==> src/rtl/page_walk_pkg.sv <==
// Shared types for the 80386 two-level page walker: walk states, entry bit positions, fault code.
// The write-back states exist only when PAGE_WALK_AD_UPDATE_EN is defined.
package page_walk_pkg;

    typedef enum logic [3:0] {
        IDLE,
        PDE_REQ,
        PDE_WAIT,
        PTE_REQ,
        PTE_WAIT,
`ifdef PAGE_WALK_AD_UPDATE_EN
        PDE_UPD,
        PDE_UPD_WAIT,
        PTE_UPD,
        PTE_UPD_WAIT,
`endif
        RESP
    } walk_state_t;

    localparam int ENTRY_P = 0;
    localparam int ENTRY_W = 1;
    localparam int ENTRY_U = 2;
    localparam int ENTRY_A = 5;
    localparam int ENTRY_D = 6;

    // Matches the low three bits of the 80386 page-fault error code.
    typedef struct packed {
        logic us;
        logic wr;
        logic p;
    } fault_code_t;

    function automatic logic pte_needs_update(input logic [31:0] pte, input logic write);
        return !pte[ENTRY_A] || (write && !pte[ENTRY_D]);
    endfunction

    function automatic logic [31:0] pte_with_ad(input logic [31:0] pte, input logic write);
        logic [31:0] r;
        r = pte;
        r[ENTRY_A] = 1'b1;
        if (write) r[ENTRY_D] = 1'b1;
        return r;
    endfunction

endpackage

==> src/rtl/page_walk_check.sv <==
// Combinational presence and U/S, R/W protection check over a PDE/PTE pair.
module page_walk_check
    import page_walk_pkg::*;
(
    input  logic [31:0] pde,
    input  logic [31:0] pte,
    input  logic        req_write,
    input  logic        req_user,
    output logic        fault,
    output fault_code_t fault_code
);

    logic unused_entry_bits;
    assign unused_entry_bits = ^{pde[31:3], pte[31:3]};

    always_comb begin
        fault         = 1'b0;
        fault_code.us = req_user;
        fault_code.wr = req_write;
        fault_code.p  = 1'b1;
        if (!pde[ENTRY_P] || !pte[ENTRY_P]) begin
            fault        = 1'b1;
            fault_code.p = 1'b0;
        end else if (req_user && !(pde[ENTRY_U] && pte[ENTRY_U])) begin
            fault = 1'b1;
        end else if (req_user && req_write && !(pde[ENTRY_W] && pte[ENTRY_W])) begin
            fault = 1'b1;
        end
    end

endmodule

==> src/rtl/page_walk_unit.sv <==
// 80386 page-table walker: PDE/PTE reads over a single-outstanding memory port.
// Define PAGE_WALK_AD_UPDATE_EN to write back Accessed/Dirty bits after a good walk.
module page_walk_unit
    import page_walk_pkg::*;
(
    input  logic        clock,
    input  logic        reset,
    input  logic        paging_enable,
    input  logic [19:0] pdbr,
    input  logic        req_valid,
    output logic        req_ready,
    input  logic [31:0] req_linear_address,
    input  logic        req_write,
    input  logic        req_user,
    output logic        rsp_valid,
    output logic [31:0] rsp_physical_address,
    output logic        rsp_fault,
    output logic [2:0]  rsp_fault_code,
    output logic        mem_req_valid,
    input  logic        mem_req_ready,
    output logic [31:0] mem_address,
    output logic        mem_write,
    output logic [31:0] mem_wdata,
    input  logic        mem_rsp_valid,
    input  logic [31:0] mem_rdata
);

    walk_state_t state, state_next;

    logic [31:0] lin_q;
    logic [19:0] pdbr_q;
    logic        write_q;
    logic        user_q;
    logic [31:0] pde_q;
    logic [31:0] phys_q;
    logic        fault_q;
    logic [2:0]  code_q;

    logic        chk_fault;
    fault_code_t chk_code;
    logic [31:0] pde_address;
    logic [31:0] pte_address;

    assign pde_address = {pdbr_q, lin_q[31:22], 2'b00};
    assign pte_address = {pde_q[31:12], lin_q[21:12], 2'b00};

    // During PTE_WAIT the PTE is taken straight off the read data bus.
    page_walk_check u_check (
        .pde        (pde_q),
        .pte        (mem_rdata),
        .req_write  (write_q),
        .req_user   (user_q),
        .fault      (chk_fault),
        .fault_code (chk_code)
    );

`ifdef PAGE_WALK_AD_UPDATE_EN
    logic [31:0] pte_q;

    always_ff @(posedge clock) begin
        if (state == PTE_WAIT && mem_rsp_valid) pte_q <= mem_rdata;
    end
`endif

    always_ff @(posedge clock or posedge reset) begin
        if (reset) state <= IDLE;
        else       state <= state_next;
    end

    always_comb begin
        state_next    = state;
        mem_req_valid = 1'b0;
        mem_address   = 32'h0;
        mem_write     = 1'b0;
        mem_wdata     = 32'h0;
        case (state)
            IDLE: if (req_valid) state_next = paging_enable ? PDE_REQ : RESP;
            PDE_REQ: begin
                mem_req_valid = 1'b1;
                mem_address   = pde_address;
                if (mem_req_ready) state_next = PDE_WAIT;
            end
            PDE_WAIT: if (mem_rsp_valid) state_next = mem_rdata[ENTRY_P] ? PTE_REQ : RESP;
            PTE_REQ: begin
                mem_req_valid = 1'b1;
                mem_address   = pte_address;
                if (mem_req_ready) state_next = PTE_WAIT;
            end
`ifdef PAGE_WALK_AD_UPDATE_EN
            PTE_WAIT: if (mem_rsp_valid) begin
                if (chk_fault)                               state_next = RESP;
                else if (!pde_q[ENTRY_A])                    state_next = PDE_UPD;
                else if (pte_needs_update(mem_rdata, write_q)) state_next = PTE_UPD;
                else                                         state_next = RESP;
            end
            PDE_UPD: begin
                mem_req_valid = 1'b1;
                mem_write     = 1'b1;
                mem_address   = pde_address;
                mem_wdata     = pde_q | (32'h1 << ENTRY_A);
                if (mem_req_ready) state_next = PDE_UPD_WAIT;
            end
            PDE_UPD_WAIT: if (mem_rsp_valid)
                state_next = pte_needs_update(pte_q, write_q) ? PTE_UPD : RESP;
            PTE_UPD: begin
                mem_req_valid = 1'b1;
                mem_write     = 1'b1;
                mem_address   = pte_address;
                mem_wdata     = pte_with_ad(pte_q, write_q);
                if (mem_req_ready) state_next = PTE_UPD_WAIT;
            end
            PTE_UPD_WAIT: if (mem_rsp_valid) state_next = RESP;
`else
            PTE_WAIT: if (mem_rsp_valid) state_next = RESP;
`endif
            RESP:    state_next = IDLE;
            default: state_next = IDLE;
        endcase
    end

    always_ff @(posedge clock) begin
        if (state == IDLE && req_valid) begin
            lin_q   <= req_linear_address;
            pdbr_q  <= pdbr;
            write_q <= req_write;
            user_q  <= req_user;
        end
        if (state == PDE_WAIT && mem_rsp_valid) pde_q <= mem_rdata;
    end

    // The response is settled at the last read; write-backs never change it.
    always_ff @(posedge clock or posedge reset) begin
        if (reset) begin
            phys_q  <= 32'h0;
            fault_q <= 1'b0;
            code_q  <= 3'b000;
        end else begin
            case (state)
                IDLE: if (req_valid && !paging_enable) begin
                    phys_q  <= req_linear_address;
                    fault_q <= 1'b0;
                    code_q  <= 3'b000;
                end
                PDE_WAIT: if (mem_rsp_valid && !mem_rdata[ENTRY_P]) begin
                    phys_q  <= 32'h0;
                    fault_q <= 1'b1;
                    code_q  <= {user_q, write_q, 1'b0};
                end
                PTE_WAIT: if (mem_rsp_valid) begin
                    phys_q  <= chk_fault ? 32'h0 : {mem_rdata[31:12], lin_q[11:0]};
                    fault_q <= chk_fault;
                    code_q  <= chk_code;
                end
                default: ;
            endcase
        end
    end

    assign req_ready            = (state == IDLE);
    assign rsp_valid            = (state == RESP);
    assign rsp_physical_address = phys_q;
    assign rsp_fault            = fault_q;
    assign rsp_fault_code       = code_q;

endmodule

==> config.mk <==
export PLATFORM = sky130hd
export DESIGN_NAME = page_walk_unit
export DESIGN_NICKNAME = d
export VERILOG_FILES = /design/src/rtl/page_walk_pkg.sv /design/src/rtl/page_walk_check.sv /design/src/rtl/page_walk_unit.sv
export SDC_FILE = /design/constraint.sdc
export NUM_CORES = 1
export LEC_CHECK = 0
export CORE_MARGIN = 4
export CORE_UTILIZATION = 57
export CTS_CLUSTER_SIZE = 25
export DETAILED_ROUTE_END_ITERATION = 7
export DONT_BUFFER_PORTS = 1
export PLACE_DENSITY = 0.8
export REMOVE_ABC_BUFFERS = 1
export SLEW_MARGIN = 25
export SYNTH_ARGS = -nofsm -noshare
export SYNTH_HDL_FRONTEND = slang
export SYNTH_HIERARCHICAL = 1
export SYNTH_SLANG_ARGS = --single-unit
==> constraint.sdc <==
create_clock -name clock -period 2.6 [get_ports clock]
set_input_delay 0.13 -clock clock [delete_from_list [all_inputs] [get_ports clock]]
set_output_delay 0.13 -clock clock [all_outputs]
set_load 0.005 [all_outputs]
==> reports/qor.yml <==
hold_buffers: 81
hold_path_class: "primary input to register"
worstPathRequired_ps: 2470
hold_ws_ps: 42.1
crit_type: "register to output port"
max_freq_mhz: 429
dp_hpwl_um: 8030
diodes: 0
status: "finished clean"
pwr-share-clk: 0.294
portBuffers: 0
final_core_util: 0.731
grt_pass1_wl_um: 21400
grt_max_degree: 55
die_x_um: 105
boundaryPins: 196
numCtsBuffers: 17
startpoint: "state[2]$_DFFE_PP0P_"
cts_buffer_depth: 2
power.switching_mw: 2.60
tightest_slew_ps: 655
cts_tree: "done"
yosys_warnings: 6
hold_start: "mem_rdata[25]"
timing.rr.start: "write_q$_DFFE_PP_"
drive_gt1_frac: 0.165
start_kind: "register"
synth_cells: 418
rrSetupSlack_ps: 310
critPathArrivalTime_ps: 2200
comb_power_share: 0.325
post-place-ws_ps: 423
p_total_mw: 7.63
vias: 3601
drt-pass1-iter-count: 6
swShare: 0.340
wirelength_um: 13600
clock_latency_ps: 510
netlist_area_sq_um: 5390
power.share.sequential: 0.381
p_int_mw: 5.03
worstHoldEndpoint: "rsp_physical_address[25]$_DFFE_PP0P_"
layout_commonest_cell: "dlygate4sd3_1"
period_needed_ps: 2330
ctsResizeCount: 0
reg2reg_to: "rsp_physical_address[27]$_DFFE_PP0P_"
area_delta_synth_final_pct: 25.3
drtAntennaViolNets: 0
core_sq_um: 9240
die_area_sq_um: 11100
final-hold-violation-count: 0
setup_ws_ps: 267
post_cts_buffers: 0
vdd_drop_max_v: 0.000600
fin_skew_ps: 17.1
rows: 35
reg2reg_depth: 7
track_usage: 0.253
drc_errors: 0
root_buffer: "clkbuf_8"
path_buf_inv: 2
viasPerCell: 5.60
final_nets: 593
critPathSlowestCell: "dfrtp_1"
antenna_found_initial: 0
fin_tns_setup_ps: 0
htreeDepth: 4
period_share: 0.897
cap_violations: 0
overflow: 0
leakage_nw: 2.61
place_congestion: 0.765
clkSinkCount: 116
cellPowerDensity_nw_per_um2: 1130
end_kind: "output port"
crit_chain: "inv_1, nand2_1, buf_4, nor2_1"
drv_slew: 0
min_path_cells: 3
syn_avg_cell_area_sq_um: 12.9
clk_pin_slew_ps: 60
path_delay_family: "flip-flops"
die_h_um: 105
initialDrtViolationCount: 230
grt_setup_unrepaired: "no"
start_util: 0.584
max_slew_margin: 0.563
final_cell_mix: "dlygate4sd3_1 (81), edfxtp_1 (77), o21ai_0 (58), dfrtp_1 (38)"
slowest_delay_ps: 600
setup_viol: 0
critPathMaxFanout: 22
wl_per_cell_um: 21.2
grt_pass1_vias: 3846
==> state kept, by name, summed over array words and instances (netlist names) <==
register and count:
lin_q 32, pdbr_q 20, pde_q 23, rsp_fault 1, rsp_fault_code 3, rsp_physical_address 32, state 3, user_q 1
write_q 1
==> metal layers <==
metal	vias to the layer above	wire, um	global-route usage
met2	211	6890	0.423
met5	-	0	0
met4	0	176	0.0806
met1	1781	5210	0.308
met3	20	1320	0.0863
li1	1589	-	-
==> worst max path at each step <==
stage	slack (ps)	cells past startpoint	endpoint
finish	270	4	mem_address[16]
global route	90	4	mem_address[16]
CTS	250	4	mem_address[19]
detailed placement	420	7	rsp_physical_address[21]$_DFFE_PP0P_
global placement	500	7	rsp_physical_address[19]$_DFFE_PP0P_
floorplan	-1510	4	rsp_physical_address[10]$_DFFE_PP0P_
==> power groups by stage <==
| stage | Clock, mW | Combinational [mW] | Sequential, mW |
|---|---|---|---|
| after floorplan | 0 | 1.63 | 2.90 |
| after global placement | 0 | 2.24 | 2.91 |
| after detailed placement | 0 | 2.32 | 2.93 |
| after global routing | 2.37 | 2.69 | 2.97 |
| final | 2.24 | 2.48 | 2.91 |
| after CTS | 2.26 | 2.46 | 2.90 |
==> metrics by stage <==
step | instance area (sq um) | std cells
floorplan | 5070 | 389
global placement | 5370 | 530
detailed placement | 5370 | 530
CTS | 6760 | 643
global route | 6760 | 643
finish | 6760 | 643
==> worst min-delay path, delay by kind of cell <==
family | cells | cell delay (ps)
compound gates | 1 | 190
mux | 1 | 160
simple gates | 1 | 30
==> area by class of cell <==
cell class	count	area, sq um
clock buffers	18	418
fillers	591	2480
inverters	6	22.5
multi-input cells	267	1770
repair buffers	93	938
flip-flops and latches	116	3290
clock inverters	14	155
well taps	129	161
(Power assumes the default switching activity.)
